--- config.mk ---
export PLATFORM = sky130hd
export DESIGN_NAME = pc_controller
export DESIGN_NICKNAME = d
export VERILOG_FILES = /design/src/rtl/pc_controller.sv
export SDC_FILE = /design/constraint.sdc
export NUM_CORES = 1
export LEC_CHECK = 0
export ABC_AREA = 1
export CAP_MARGIN = 20
export CORE_MARGIN = 5
export CORE_UTILIZATION = 45
export DETAILED_ROUTE_END_ITERATION = 6
export DONT_BUFFER_PORTS = 1
export GPL_TIMING_DRIVEN = 1
export HOLD_SLACK_MARGIN = 0.12
export MAX_ROUTING_LAYER = met4
export SKIP_CTS_REPAIR_TIMING = 1
export SLEW_MARGIN = 25
export SYNTH_ARGS = -nofsm -noshare
export SYNTH_HDL_FRONTEND = slang
export SYNTH_SLANG_ARGS = --single-unit
--- constraint.sdc ---
create_clock -name clk -period 3.5 [get_ports clk]
set_input_delay 0.525 -clock clk [delete_from_list [all_inputs] [get_ports clk]]
set_output_delay 0.525 -clock clk [all_outputs]
set_load 0.05 [all_outputs]
--- src/rtl/pc_controller.sv ---
// rtl/pc_controller.sv - fetch-stage program-counter sequencer
//
// Purpose:
//   Owns the fetch PC. Each cycle it selects PC+4, a branch target, a jump
//   target, the trap vector, or holds. Issues fetch requests with a
//   valid/ready handshake, pulses flush_o on every redirect and flags
//   misaligned redirect targets (which are replaced by TRAP_VECTOR).
//
// Optional feature macro: PC_CTRL_PERF_CNT_EN
//   When defined, adds fetch_cnt_o / redirect_cnt_o performance counters.
//
// Ports:
//   clk              in   rising-edge clock
//   rst_n            in   asynchronous active-low reset
//   stall_i          in   hazard stall: hold PC, withdraw request
//   trap_i           in   redirect to TRAP_VECTOR (highest priority)
//   branch_taken_i   in   taken branch from EX
//   branch_target_i  in   [63:0] branch target
//   jump_i           in   JAL/JALR resolved (lowest priority)
//   jump_target_i    in   [63:0] jump target
//   imem_ready_i     in   instruction memory accepts the request
//   pc_o             out  [63:0] current fetch address
//   pc_valid_o       out  fetch request valid
//   flush_o          out  one-cycle IF/ID flush, aligned with redirected pc_o
//   misalign_o       out  one-cycle misaligned-target flag
//   fetch_cnt_o      out  [63:0] accepted fetches (PC_CTRL_PERF_CNT_EN only)
//   redirect_cnt_o   out  [31:0] redirects taken (PC_CTRL_PERF_CNT_EN only)

module pc_controller #(
  parameter logic [63:0] RESET_VECTOR = 64'h0000_0000_0000_0000,
  parameter logic [63:0] TRAP_VECTOR  = 64'h0000_0000_0000_0100
) (
  input  logic        clk,
  input  logic        rst_n,
  input  logic        stall_i,
  input  logic        trap_i,
  input  logic        branch_taken_i,
  input  logic [63:0] branch_target_i,
  input  logic        jump_i,
  input  logic [63:0] jump_target_i,
  input  logic        imem_ready_i,
`ifdef PC_CTRL_PERF_CNT_EN
  output logic [63:0] fetch_cnt_o,
  output logic [31:0] redirect_cnt_o,
`endif
  output logic [63:0] pc_o,
  output logic        pc_valid_o,
  output logic        flush_o,
  output logic        misalign_o
);

  typedef enum logic [1:0] {
    ST_BOOT  = 2'd0,
    ST_RUN   = 2'd1,
    ST_STALL = 2'd2
  } state_e;

  state_e      state_q;
  logic [63:0] pc_q;
  logic        valid_q;
  logic        flush_q;
  logic        misalign_q;

  // Redirect decode: priority select, then misalignment substitution.
  logic        redir_req;
  logic        redir_d;
  logic [63:0] sel_target;
  logic        misalign_d;
  logic [63:0] redir_pc_d;

  always_comb begin
    redir_req  = trap_i | branch_taken_i | jump_i;
    sel_target = jump_target_i;
    if (trap_i) begin
      sel_target = TRAP_VECTOR;
    end else if (branch_taken_i) begin
      sel_target = branch_target_i;
    end
    // The trap vector itself is never reported as misaligned.
    misalign_d = redir_req & ~trap_i & (sel_target[1:0] != 2'b00);
    redir_pc_d = misalign_d ? TRAP_VECTOR : sel_target;
    // Redirects arriving while still in BOOT are dropped.
    redir_d    = redir_req & (state_q != ST_BOOT);
  end

  always_ff @(posedge clk or negedge rst_n) begin
    if (!rst_n) begin
      state_q    <= ST_BOOT;
      pc_q       <= RESET_VECTOR;
      valid_q    <= 1'b0;
      flush_q    <= 1'b0;
      misalign_q <= 1'b0;
    end else begin
      flush_q    <= 1'b0;
      misalign_q <= 1'b0;
      case (state_q)
        ST_BOOT: begin
          state_q <= ST_RUN;
          valid_q <= 1'b1;
        end
        ST_RUN, ST_STALL: begin
          if (redir_d) begin
            // Redirect wins over stall and abandons any outstanding request.
            state_q    <= ST_RUN;
            pc_q       <= redir_pc_d;
            valid_q    <= 1'b1;
            flush_q    <= 1'b1;
            misalign_q <= misalign_d;
          end else if (stall_i) begin
            state_q <= ST_STALL;
            valid_q <= 1'b0;
          end else begin
            state_q <= ST_RUN;
            valid_q <= 1'b1;
            // Leaving STALL re-presents the held PC; only RUN advances.
            if ((state_q == ST_RUN) && imem_ready_i) begin
              pc_q <= pc_q + 64'd4;
            end
          end
        end
        default: begin
          state_q <= ST_BOOT;
          valid_q <= 1'b0;
        end
      endcase
    end
  end

  assign pc_o       = pc_q;
  assign pc_valid_o = valid_q;
  assign flush_o    = flush_q;
  assign misalign_o = misalign_q;

`ifdef PC_CTRL_PERF_CNT_EN
  logic [63:0] fetch_cnt_q;
  logic [31:0] redirect_cnt_q;
  logic        fetch_accept;

  assign fetch_accept = valid_q & imem_ready_i & ~stall_i & ~redir_d;

  always_ff @(posedge clk or negedge rst_n) begin
    if (!rst_n) begin
      fetch_cnt_q    <= 64'd0;
      redirect_cnt_q <= 32'd0;
    end else begin
      if (fetch_accept) begin
        fetch_cnt_q <= fetch_cnt_q + 64'd1;
      end
      if (redir_d) begin
        redirect_cnt_q <= redirect_cnt_q + 32'd1;
      end
    end
  end

  assign fetch_cnt_o    = fetch_cnt_q;
  assign redirect_cnt_o = redirect_cnt_q;
`endif

endmodule

==> run_results.csv, run 1 <==
group,metric,value,unit
drt,number_of_nets_still_failing_antenna_checks_after_routing,0,
global_route,grt_use_met1,38.2,%
timing,timing.setup.tns,0,ns
synthesis,synth_xor_xnor_area_share,0.592,%
synthesis,yosysSeqAreaShare,29.2,%
floorplan,ports,202,
pwr,ir_drop,837,µV
synthesis,synthesis.nets,1145,
synthesis,synth_mux_area_share,0.169,%
floorplan,coreArea,13100,µm²
synthesis,synth_top_family_by_area,"simple AND/OR/NAND/NOR gates",
hold_path,min-delay-path-class,"input pin to flip-flop",
drt,route.vias.total,6427,
timing,max_slew_margin,33.5,%
synthesis,postSynthCellCount,1006,
run,cap_violations,0,
drt,detail_route.iter0.violations,469,
timing,clock_period_minus_final_worst_setup_slack,2.59,ns
setup_path,critical_path_start_type,"flip-flop",
global_route,grt_pass1_vias,6108,
drt,vias_per_cell,5.50,
setup_path,crit_path_max_fanout,50,
pwr,p_per_area,997,nW/µm²
timing,f_max,386,MHz
cells_and_area,finish.utilization,48.6,%
global_route,grt_use_total,28.0,%
timing,final.setup_skew,0.00492,ns
global_route,grt_most_used_layer,"met2",
setup_path,setup.worst_path.class,"flip-flop to flip-flop",
synthesis,post_synth_main_area_contributors,"sky130_fd_sc_hd__dfrtp_1 29%, sky130_fd_sc_hd__nand2_1 22%, sky130_fd_sc_hd__nor2_1 10%",
floorplan,chipWidth,125,µm
place,globalplace.congestion,1.02,
setup_path,worstPathRequired,3.77,ns
floorplan,die_h,125,µm
clock_network,clock_path_buffers,2,
timing,transition_time_of_the_tightest_slew_check_pin,0.996,ns
timing,rsz_0062_raised_after_global_routing,"no",
cells_and_area,area_growth,7.42,%
place,portBuffers,0,
synthesis,synth_enable_flop_cells,0,
setup_path,reg2reg_slack,0.91,ns
setup_path,critical_path.endpoint_type,"flip-flop",
global_route,maximum_number_of_pins_on_one_net_before_global_route_repair,70,
global_route,grt.met2_usage,40.6,%
clock_network,htree_levels,3,
clock_network,cts.root.buffer_cell,"sky130_fd_sc_hd__clkbuf_16",
global_route,globalRouteMet3Util,6.99,%
drt,detailedRoute.firstPassIterationCount,5,
drt,avgRoutedWirePerCell,18.2,µm
drt,finalWirelength,21.3,mm
clock_network,clk_transition_reported_paths,0.06,ns
clock_network,cts_made_buffers,9,
setup_path,critical_path_data_arrival_time,2.86,ns
clock_network,tritoncts,"yes",
global_route,global_route_wire_length_before_repair,34.1,mm
place,placedCellCount,1151,
synthesis,yosysUniqueCellTypes,34,
global_route,globalRouteOverflowTotal,0,
cells_and_area,design.final.nets,1127,
synthesis,synthFlopType,"sky130_fd_sc_hd__dfrtp_1",
synthesis,synth_simple_gate_area_share,44.6,%
synthesis,top_cell_types_by_occurrence_after_synthesis,"347 x sky130_fd_sc_hd__nand2_1, 164 x sky130_fd_sc_hd__nor2_1, 115 x sky130_fd_sc_hd__a21oi_1, 71 x sky130_fd_sc_hd__inv_1, 69 x sky130_fd_sc_hd__dfrtp_1",
synthesis,post-synth-top-area-cell,"sky130_fd_sc_hd__dfrtp_1",
timing,hold_viol,0,
synthesis,cell_with_the_most_instances_after_synthesis,"sky130_fd_sc_hd__nand2_1",
cells_and_area,layout-drive-gt1-share,7.45,%
floorplan,design.die.area,15600,µm²
drt,drc,0,
clock_network,clock_sinks,69,
global_route,antenna_found_initial,0,
synthesis,synth.avg_cell_area,5.89,µm²
clock_network,later_pin_clock_latency_in_the_skew_report,0.35,ns
cells_and_area,layout.cells.non_filler,1169,
timing,post-route-period-util,74.0,%
timing,setup_viol_count_final,0,
floorplan,core.rowCount,42,
place,placed_area,6020,µm²
synthesis,synth_seq_cells,69,
synthesis,synth_compound_area_share,16.7,%
pwr,p_leak,2.96,nW
status,outcome,"complete, no violations",
floorplan,floorplan.initialDensity,45.3,%
synthesis,synthesis.area,5920,µm²
synthesis,asyncSetResetFlopFracSynth,100,%
timing,slew_viol_final,0,
synthesis,synthAdderAreaFrac,0.845,%
synthesis,yosysWarnings,0,
cells_and_area,final_design_area_no_fill,6360,µm²
place,dp.final_hpwl,15.9,mm
cells_and_area,antenna_cells_inserted,0,
synthesis,post-synth-top-area-fraction,29.2,%
## layout by cell type, fill, tap and decap left out, drive strengths merged
cell type	netlist	final
nor3	9	9
xor2	2	2
a22oi	1	1
a31oi	3	3
clkbuf	14	9
nand2	360	360
or2	13	13
nand4	7	7
o21ai	32	32
nor2	177	177
clkinv	0	2
ha	4	4
dfrtp	69	69
inv	79	80
a21oi	115	115
o22ai	8	8
clkinvlp	0	3
bufinv	0	1
nand3b	1	1
mux2i	1	1
xnor2	2	2
dlygate4sd3	0	1
o21bai	12	12
o211ai	11	11
nand3	62	62
buf	24	8
## routing by layer
metal,vias to the layer above,part of all wire [%]
met4,0,2.8
li1,3198,-
met3,34,9.8
met1,2902,44
met5,-,0
met2,293,43
## metrics by stage
step                      power [W]  setup slack [ns]  hold slack [ns]
final                       0.00634             0.911            0.356
after global routing        0.00683             0.674            0.356
after CTS                   0.00633             0.887           -0.141
after detailed placement    0.00538             0.648            0.231
after global placement      0.00534             0.702            0.231
after floorplan             0.00467              1.58            0.229
## worst max-delay path, cell delays in order, from the launching register on
cell and delay [ns]:
sky130_fd_sc_hd__dfrtp_1 0.37, sky130_fd_sc_hd__inv_1 0.05, sky130_fd_sc_hd__ha_1 0.18, sky130_fd_sc_hd__inv_1 0.13, sky130_fd_sc_hd__nand4_2 0.45, sky130_fd_sc_hd__inv_2 0.91, sky130_fd_sc_hd__o211ai_1 0.22, sky130_fd_sc_hd__a21oi_1 0.20
## cell families after synthesis
group	after synthesis
AOI/OAI and AO/OA	182
xor gates and xnor gates	4
adders and majority gates	4
buffers and inverters	117
DFF	69
muxes	1
and+or+nand+nor	629
## final timing paths
check,from,endpoint,depth (start not counted)
hold / removal,trap_i,misalign_o,3
setup reg to reg,state_q[0],pc_o[18],7
hold reg to reg,state_q[1],pc_valid_o,2
setup / recovery,state_q[0],pc_o[18],7
max in group asynchronous,rst_n,pc_o[59],2
min in group asynchronous,rst_n,state_q[0],2
## final cells by class
type	count	area (µm²)
Sequential cell	69	1730
Tap cell	176	220
Fill cell	1420	6720
Clock inverter	7	75.1
Multi-Input combinational cell	820	3730
Clock buffer	9	225
Timing Repair Buffer	9	90.1
Inverter	79	297
## state kept, by name (all words and copies together), names as in the netlist
signal      flops
pc_o           64
state_q         2
flush_o         1
misalign_o      1
pc_valid_o      1
## power by group
| group | switching, W | internal, W | leakage [nW] | total [W] |
|---|---|---|---|---|
| logic | 0.00163 | 0.000839 | 1.98 | 0.00247 |
| registers | 0.00178 | 0.00114 | 0.849 | 0.00293 |
| clock network | 0.000395 | 0.000554 | 0.138 | 0.000949 |
| total | 0.00381 | 0.00254 | 2.96 | 0.00634 |
Power figures use the tool's default switching activity.
==> inputs of run 2 (changes only) <==
==> constraint.sdc (replaced) <==
create_clock -name clk -period 2.07 [get_ports clk]
set_input_delay 0.3105 -clock clk [delete_from_list [all_inputs] [get_ports clk]]
set_output_delay 0.3105 -clock clk [all_outputs]
set_load 0.05 [all_outputs]
==> run_results.csv, run 2 (synthesis results as in run 1) <==
group,metric,value,unit
cells_and_area,mostFrequentLayoutCells,"347 x sky130_fd_sc_hd__nand2_1, 164 x sky130_fd_sc_hd__nor2_1, 115 x sky130_fd_sc_hd__a21oi_1",
pwr,clkPwrFrac,13.7,%
hold_path,min-delay-path-class,"input pin to flip-flop",
clock_network,clk_transition_reported_paths,0.06,ns
setup_path,critical-path-slowest-cell,"sky130_fd_sc_hd__dfrtp_1",
drt,detailedRoute.firstPassIterationCount,5,
clock_network,htree_levels,3,
setup_path,critical_path.reg2reg.startpoint,"pc_o[2]",
pwr,share_comb_of_total_power,62.1,%
cells_and_area,flip_flop_count_of_the_largest_register_all_copies_and_words_added,64,
drt,avgRoutedWirePerCell,16.9,µm
setup_path,worst-path-stages,9,
floorplan,coreArea,13100,µm²
timing,clock_period_minus_final_worst_setup_slack,1.94,ns
timing,post-route-period-util,93.7,%
global_route,antenna_found_initial,0,
cells_and_area,finish.utilization,52.6,%
cells_and_area,layout-drive-gt1-share,13.1,%
global_route,globalRouteOverflowTotal,0,
clock_network,cts_made_buffers,9,
drt,detail_route.iter0.violations,564,
pwr,netSwitchingFraction,56.1,%
place,portBuffers,0,
drt,number_of_nets_still_failing_antenna_checks_after_routing,0,
timing,f_max,516,MHz
global_route,maximum_number_of_pins_on_one_net_before_global_route_repair,72,
setup_path,crit_path_max_fanout,5,
setup_path,critical_path.endpoint_type,"flip-flop",
timing,hold_viol,0,
setup_path,setup.worst_path.class,"flip-flop to flip-flop",
drt,finalWirelength,20.9,mm
clock_network,tritoncts,"yes",
floorplan,die_h,125,µm
pwr,p_leak,3.30,nW
place,dp.final_hpwl,16.0,mm
clock_network,cts.root.buffer_cell,"sky130_fd_sc_hd__clkbuf_16",
setup_path,critical_path_data_arrival_time,2.21,ns
global_route,grt_pass1_vias,6330,
global_route,global_route_wire_length_before_repair,34.3,mm
cells_and_area,antenna_cells_inserted,0,
drt,vias_per_cell,5.33,
place,placed_area,6540,µm²
pwr,power_switching,0.00649,W
status,outcome,"complete, no violations",
timing,transition_time_of_the_tightest_slew_check_pin,0.579,ns
setup_path,timing.critical_path.slowest_cell_delay,0.39,ns
drt,route.vias.total,6573,
place,globalplace.congestion,0.967,
pwr,pwr-share-seq,24.2,%
timing,setup_viol_count_final,0,
cells_and_area,design.final.nets,1192,
setup_path,worstPathRequired,2.34,ns
setup_path,critical_path.n_buffers_inverters,0,
timing,slew_viol_final,0,
pwr,ir_drop,1790,µV
floorplan,ports,202,
floorplan,chipWidth,125,µm
floorplan,design.die.area,15600,µm²
cells_and_area,layout.cells.most_common,"sky130_fd_sc_hd__nand2_1",
timing,fin_hold_ws,0.146,ns
setup_path,critical-path-top-delay-family,"simple AND/OR/NAND/NOR gates",
setup_path,startpoint,"pc_o[2]",
setup_path,crit_path_cell_trace,"ha_1, nand2_2, nor2_4, nand2_1, nor2_4, nand2_2, o21bai_1, nand3_1, a21oi_1",
setup_path,critical_path_start_type,"flip-flop",
setup_path,reg2reg_slack,0.13,ns
pwr,internal_power,0.00507,W
global_route,grt_use_total,27.9,%
floorplan,core.rowCount,42,
timing,final.setup_skew,0.00477,ns
timing,rsz_0062_raised_after_global_routing,"no",
floorplan,floorplan.initialDensity,45.3,%
setup_path,reg2reg_depth,9,
clock_network,clock_sinks,69,
run,cap_violations,0,
pwr,p_total,0.0116,W
pwr,p_per_area,1680,nW/µm²
setup_path,rr_endpoint,"pc_o[40]",
setup_path,critPathCapture,"pc_o[40]",
drt,drc,0,
clock_network,clock_path_buffers,2,
cells_and_area,area_growth,16.2,%
cells_and_area,final_design_area_no_fill,6880,µm²
timing,max_slew_margin,61.4,%
clock_network,later_pin_clock_latency_in_the_skew_report,0.35,ns
==> run 2: through the flow <==
step / std cells / worst slack, ns / setup TNS [ns]
2_1_floorplan: 1006 / 0.154 / 0
3_3_place_gp: 1216 / -0.0567 / -0.334
3_5_place_dp: 1216 / -0.133 / -1.03
4_1_cts: 1232 / -0.159 / -2.02
5_1_grt: 1234 / 0.00178 / 0
6_report: 1234 / 0.131 / 0
==> run 2: worst min-delay path by stage <==
stage	start	end	slack, ns	cells after the start
4_1_cts	rst_n	pc_o[0]	-0.36	0
3_5_place_dp	rst_n	pc_valid_o	0.02	0
5_1_grt	trap_i	misalign_o	0.18	3
3_3_place_gp	rst_n	pc_o[0]	0.02	0
2_1_floorplan	rst_n	flush_o	0.01	0
6_report	trap_i	misalign_o	0.15	3
==> run 2: cell type report <==
cell class              count  area (µm²)
repair buffers             74         603
flip-flops and latches     69        1730
multi-input cells         820        3730
clock inverters             6        62.6
well taps                 176         220
inverters                  79         299
clock buffers              10         239
fillers                  1357        6200
==> run 2: metal layers <==
metal	vias to the layer above	track usage [%]	share of wire [%]
met5	-	-	0
met4	0	6.83	1.5
met3	28	6.48	8.7
met2	251	41.6	44
met1	2972	38.6	46
li1	3322	-	-
==> run 2: worst min-delay path: stages <==
cell and delay, ns:
sky130_fd_sc_hd__a21oi_1 0.04, sky130_fd_sc_hd__nand2_1 0.07, sky130_fd_sc_hd__nor2_1 0.04
==> run 2: power groups by stage <==
stage	registers (W)	logic (W)	clock network [W]
floorplan	0.00465	0.00324	0
global placement	0.00279	0.00703	0
detailed placement	0.00280	0.00713	0
CTS	0.00278	0.00716	0.00161
global route	0.00289	0.00785	0.00166
finish	0.00280	0.00718	0.00158
==> inputs of run 3 (changes only) <==
--- a/config.mk
+++ b/config.mk
@@ -8,13 +8,12 @@
 export ABC_AREA = 1
 export CAP_MARGIN = 20
 export CORE_MARGIN = 5
-export CORE_UTILIZATION = 45
+export CORE_UTILIZATION = 30
 export DETAILED_ROUTE_END_ITERATION = 6
 export DONT_BUFFER_PORTS = 1
 export GPL_TIMING_DRIVEN = 1
 export HOLD_SLACK_MARGIN = 0.12
 export MAX_ROUTING_LAYER = met4
-export SKIP_CTS_REPAIR_TIMING = 1
 export SLEW_MARGIN = 25
 export SYNTH_ARGS = -nofsm -noshare
 export SYNTH_HDL_FRONTEND = slang
==> run_results.csv, run 3 (synthesis results as in run 1) <==
group,metric,value,unit
status,outcome,"complete, no violations",
setup_path,critical_path.endpoint_type,"flip-flop",
setup_path,critical_path_data_arrival_time,2.15,ns
drt,detail_route.iter0.violations,402,
floorplan,die_h,151,µm
drt,number_of_nets_still_failing_antenna_checks_after_routing,0,
place,globalplace.congestion,0.973,
hold_path,min-delay-path-class,"input pin to flip-flop",
setup_path,rr_endpoint,"pc_o[40]",
clock_network,cts_hold_buffers,2,
global_route,maximum_number_of_pins_on_one_net_before_global_route_repair,72,
floorplan,coreArea,19500,µm²
timing,final.setup_skew,0.00728,ns
run,cap_violations,0,
timing,rsz_0062_raised_after_global_routing,"no",
cells_and_area,layout-drive-gt1-share,13.3,%
clock_network,clock_sinks,69,
pwr,p_leak,3.33,nW
setup_path,setup.worst_path.class,"flip-flop to flip-flop",
place,portBuffers,0,
global_route,grt_use_total,21.4,%
cells_and_area,area_growth,19.2,%
pwr,clkPwrFrac,15.4,%
global_route,antenna_found_initial,0,
cells_and_area,count_of_fill_cells_added_during_filler_insertion,2159,
pwr,ir_drop,842,µV
setup_path,critical-path-top-cell-by-count,"sky130_fd_sc_hd__a21oi_1",
floorplan,floorplan.initialDensity,30.4,%
drt,detailedRoute.firstPassIterationCount,5,
timing,timing.setup.tns,0,ns
floorplan,chipWidth,151,µm
clock_network,clk_transition_reported_paths,0.06,ns
drt,drc,0,
cells_and_area,antenna_cells_inserted,0,
cells_and_area,flip_flop_count_of_the_largest_register_all_copies_and_words_added,64,
floorplan,ports,202,
pwr,share_comb_of_total_power,61.6,%
place,dp.final_hpwl,18.4,mm
pwr,netSwitchingFraction,55.4,%
timing,max_slew_margin,59.6,%
pwr,p_per_area,1710,nW/µm²
timing,setup_viol_count_final,0,
setup_path,critical_path_start_type,"flip-flop",
setup_path,worstPathRequired,2.30,ns
timing,f_max,521,MHz
clock_network,cts.root.buffer_cell,"sky130_fd_sc_hd__clkbuf_16",
cells_and_area,mostFrequentLayoutCells,"347 x sky130_fd_sc_hd__nand2_1, 164 x sky130_fd_sc_hd__nor2_1, 115 x sky130_fd_sc_hd__a21oi_1",
clock_network,cts_made_buffers,9,
floorplan,design.die.area,22700,µm²
setup_path,crit_path_max_fanout,29,
global_route,global_route_wire_length_before_repair,35.8,mm
drt,route.vias.total,6653,
clock_network,tritoncts,"yes",
setup_path,timing.critical_path.slowest_cell_delay,0.37,ns
drt,routed-wl-met2,10.5,mm
cells_and_area,design.final.nets,1194,
clock_network,quantity_of_gates_resized_following_cts,0,
floorplan,core.rowCount,51,
clock_network,cts_setup_buffers,0,
drt,met3_length,1.96,mm
clock_network,later_pin_clock_latency_in_the_skew_report,0.35,ns
global_route,grt_pass1_vias,6300,
pwr,power_switching,0.00667,W
drt,avgRoutedWirePerCell,17.7,µm
setup_path,reg2reg_slack,0.15,ns
timing,hold_viol,0,
drt,vias_per_cell,5.02,
pwr,internal_power,0.00537,W
setup_path,startpoint,"state_q[0]",
drt,finalWirelength,23.5,mm
global_route,globalRouteOverflowTotal,0,
clock_network,htree_levels,3,
cells_and_area,layout.cells.non_filler,1325,
setup_path,crit_path_cell_trace,"inv_1, ha_1, nand4_1, nand2_4, inv_2, buf_12, a21oi_1, a21oi_1",
timing,transition_time_of_the_tightest_slew_check_pin,0.606,ns
timing,post-route-period-util,92.8,%
setup_path,critical-path-slowest-cell,"sky130_fd_sc_hd__dfrtp_1",
setup_path,reg2reg_depth,8,
setup_path,critical_path.reg2reg.startpoint,"state_q[0]",
drt,highest_layer,"met4",
drt,wl_met1,10.5,mm
setup_path,critPathCapture,"pc_o[40]",
timing,clock_period_minus_final_worst_setup_slack,1.92,ns
pwr,pwr-share-seq,22.9,%
clock_network,clock_path_buffers,2,
cells_and_area,layout.cells.most_common,"sky130_fd_sc_hd__nand2_1",
timing,slew_viol_final,0,
place,placedCellCount,1307,
==> run 3: cell count changes in the layout (fill, tap and decap cells not counted), sizes merged <==
cell      previous run  this run
bufinv               1         3
clkbuf              10         9
clkinvlp             3         2
inv                 79        80
clkinv               2         1
buf                 73        75
==> run 3: worst min-delay path by stage <==
stage / start / end / slack [ns] / cells after the start
floorplan: rst_n / flush_o / 0.01 / 0
global placement: rst_n / state_q[0] / 0.02 / 0
detailed placement: rst_n / state_q[0] / 0.02 / 0
CTS: trap_i / misalign_o / 0.14 / 3
global route: trap_i / misalign_o / 0.16 / 3
finish: trap_i / misalign_o / 0.16 / 3
==> run 3: final cells by class <==
| class | instances | area (µm²) | area share [%] |
|---|---|---|---|
| Multi-Input combinational cell | 820 | 3730 | 52.8 |
| Sequential cell | 69 | 1730 | 24.5 |
| Timing Repair Buffer | 76 | 631 | 8.93 |
| Tap cell | 265 | 332 | 4.70 |
| Inverter | 79 | 297 | 4.20 |
| Clock buffer | 9 | 225 | 3.19 |
| Clock inverter | 7 | 123 | 1.74 |
==> run 3: routing by layer <==
| metal | track usage [%] | vias up |
|---|---|---|
| met5 | - | - |
| met3 | 4.61 | 28 |
| met2 | 32.7 | 224 |
| met4 | 6.31 | 0 |
| li1 | - | 3331 |
| met1 | 28.5 | 3070 |
==> run 3: critical path: cells and delay by family (launching register included) <==
kind                     cells  cell delay, ns
adder cells (fa/ha/maj)      1            0.34
buffers and inverters        3            0.39
AO/OA/AOI/OAI                2            0.34
flip-flops                   1            0.37
AND/OR/NAND/NOR              2            0.33
==> run 3: power groups by stage <==
stage / clock network, W / logic, W / registers, W
global route: 0.00194 / 0.00807 / 0.00285
finish: 0.00186 / 0.00742 / 0.00276
floorplan: 0 / 0.00324 / 0.00465
detailed placement: 0 / 0.00740 / 0.00278
global placement: 0 / 0.00732 / 0.00277
CTS: 0.00189 / 0.00745 / 0.00276
==> run 3: through the flow <==
| step | hold WS, ns | power [W] | worst slack (ns) | cell area, µm² | utilization, % |
|---|---|---|---|---|---|
| 2_1_floorplan | 0.0149 | 0.00789 | 0.154 | 5920 | - |
| 3_3_place_gp | 0.0164 | 0.0101 | 0.203 | 6680 | 34.3 |
| 3_5_place_dp | 0.0168 | 0.0102 | 0.199 | 6680 | 34.3 |
| 4_1_cts | 0.142 | 0.0121 | 0.182 | 7060 | 36.3 |
| 5_1_grt | 0.160 | 0.0129 | 0.0251 | 7060 | 36.3 |
| 6_report | 0.156 | 0.0120 | 0.149 | 7060 | 36.3 |
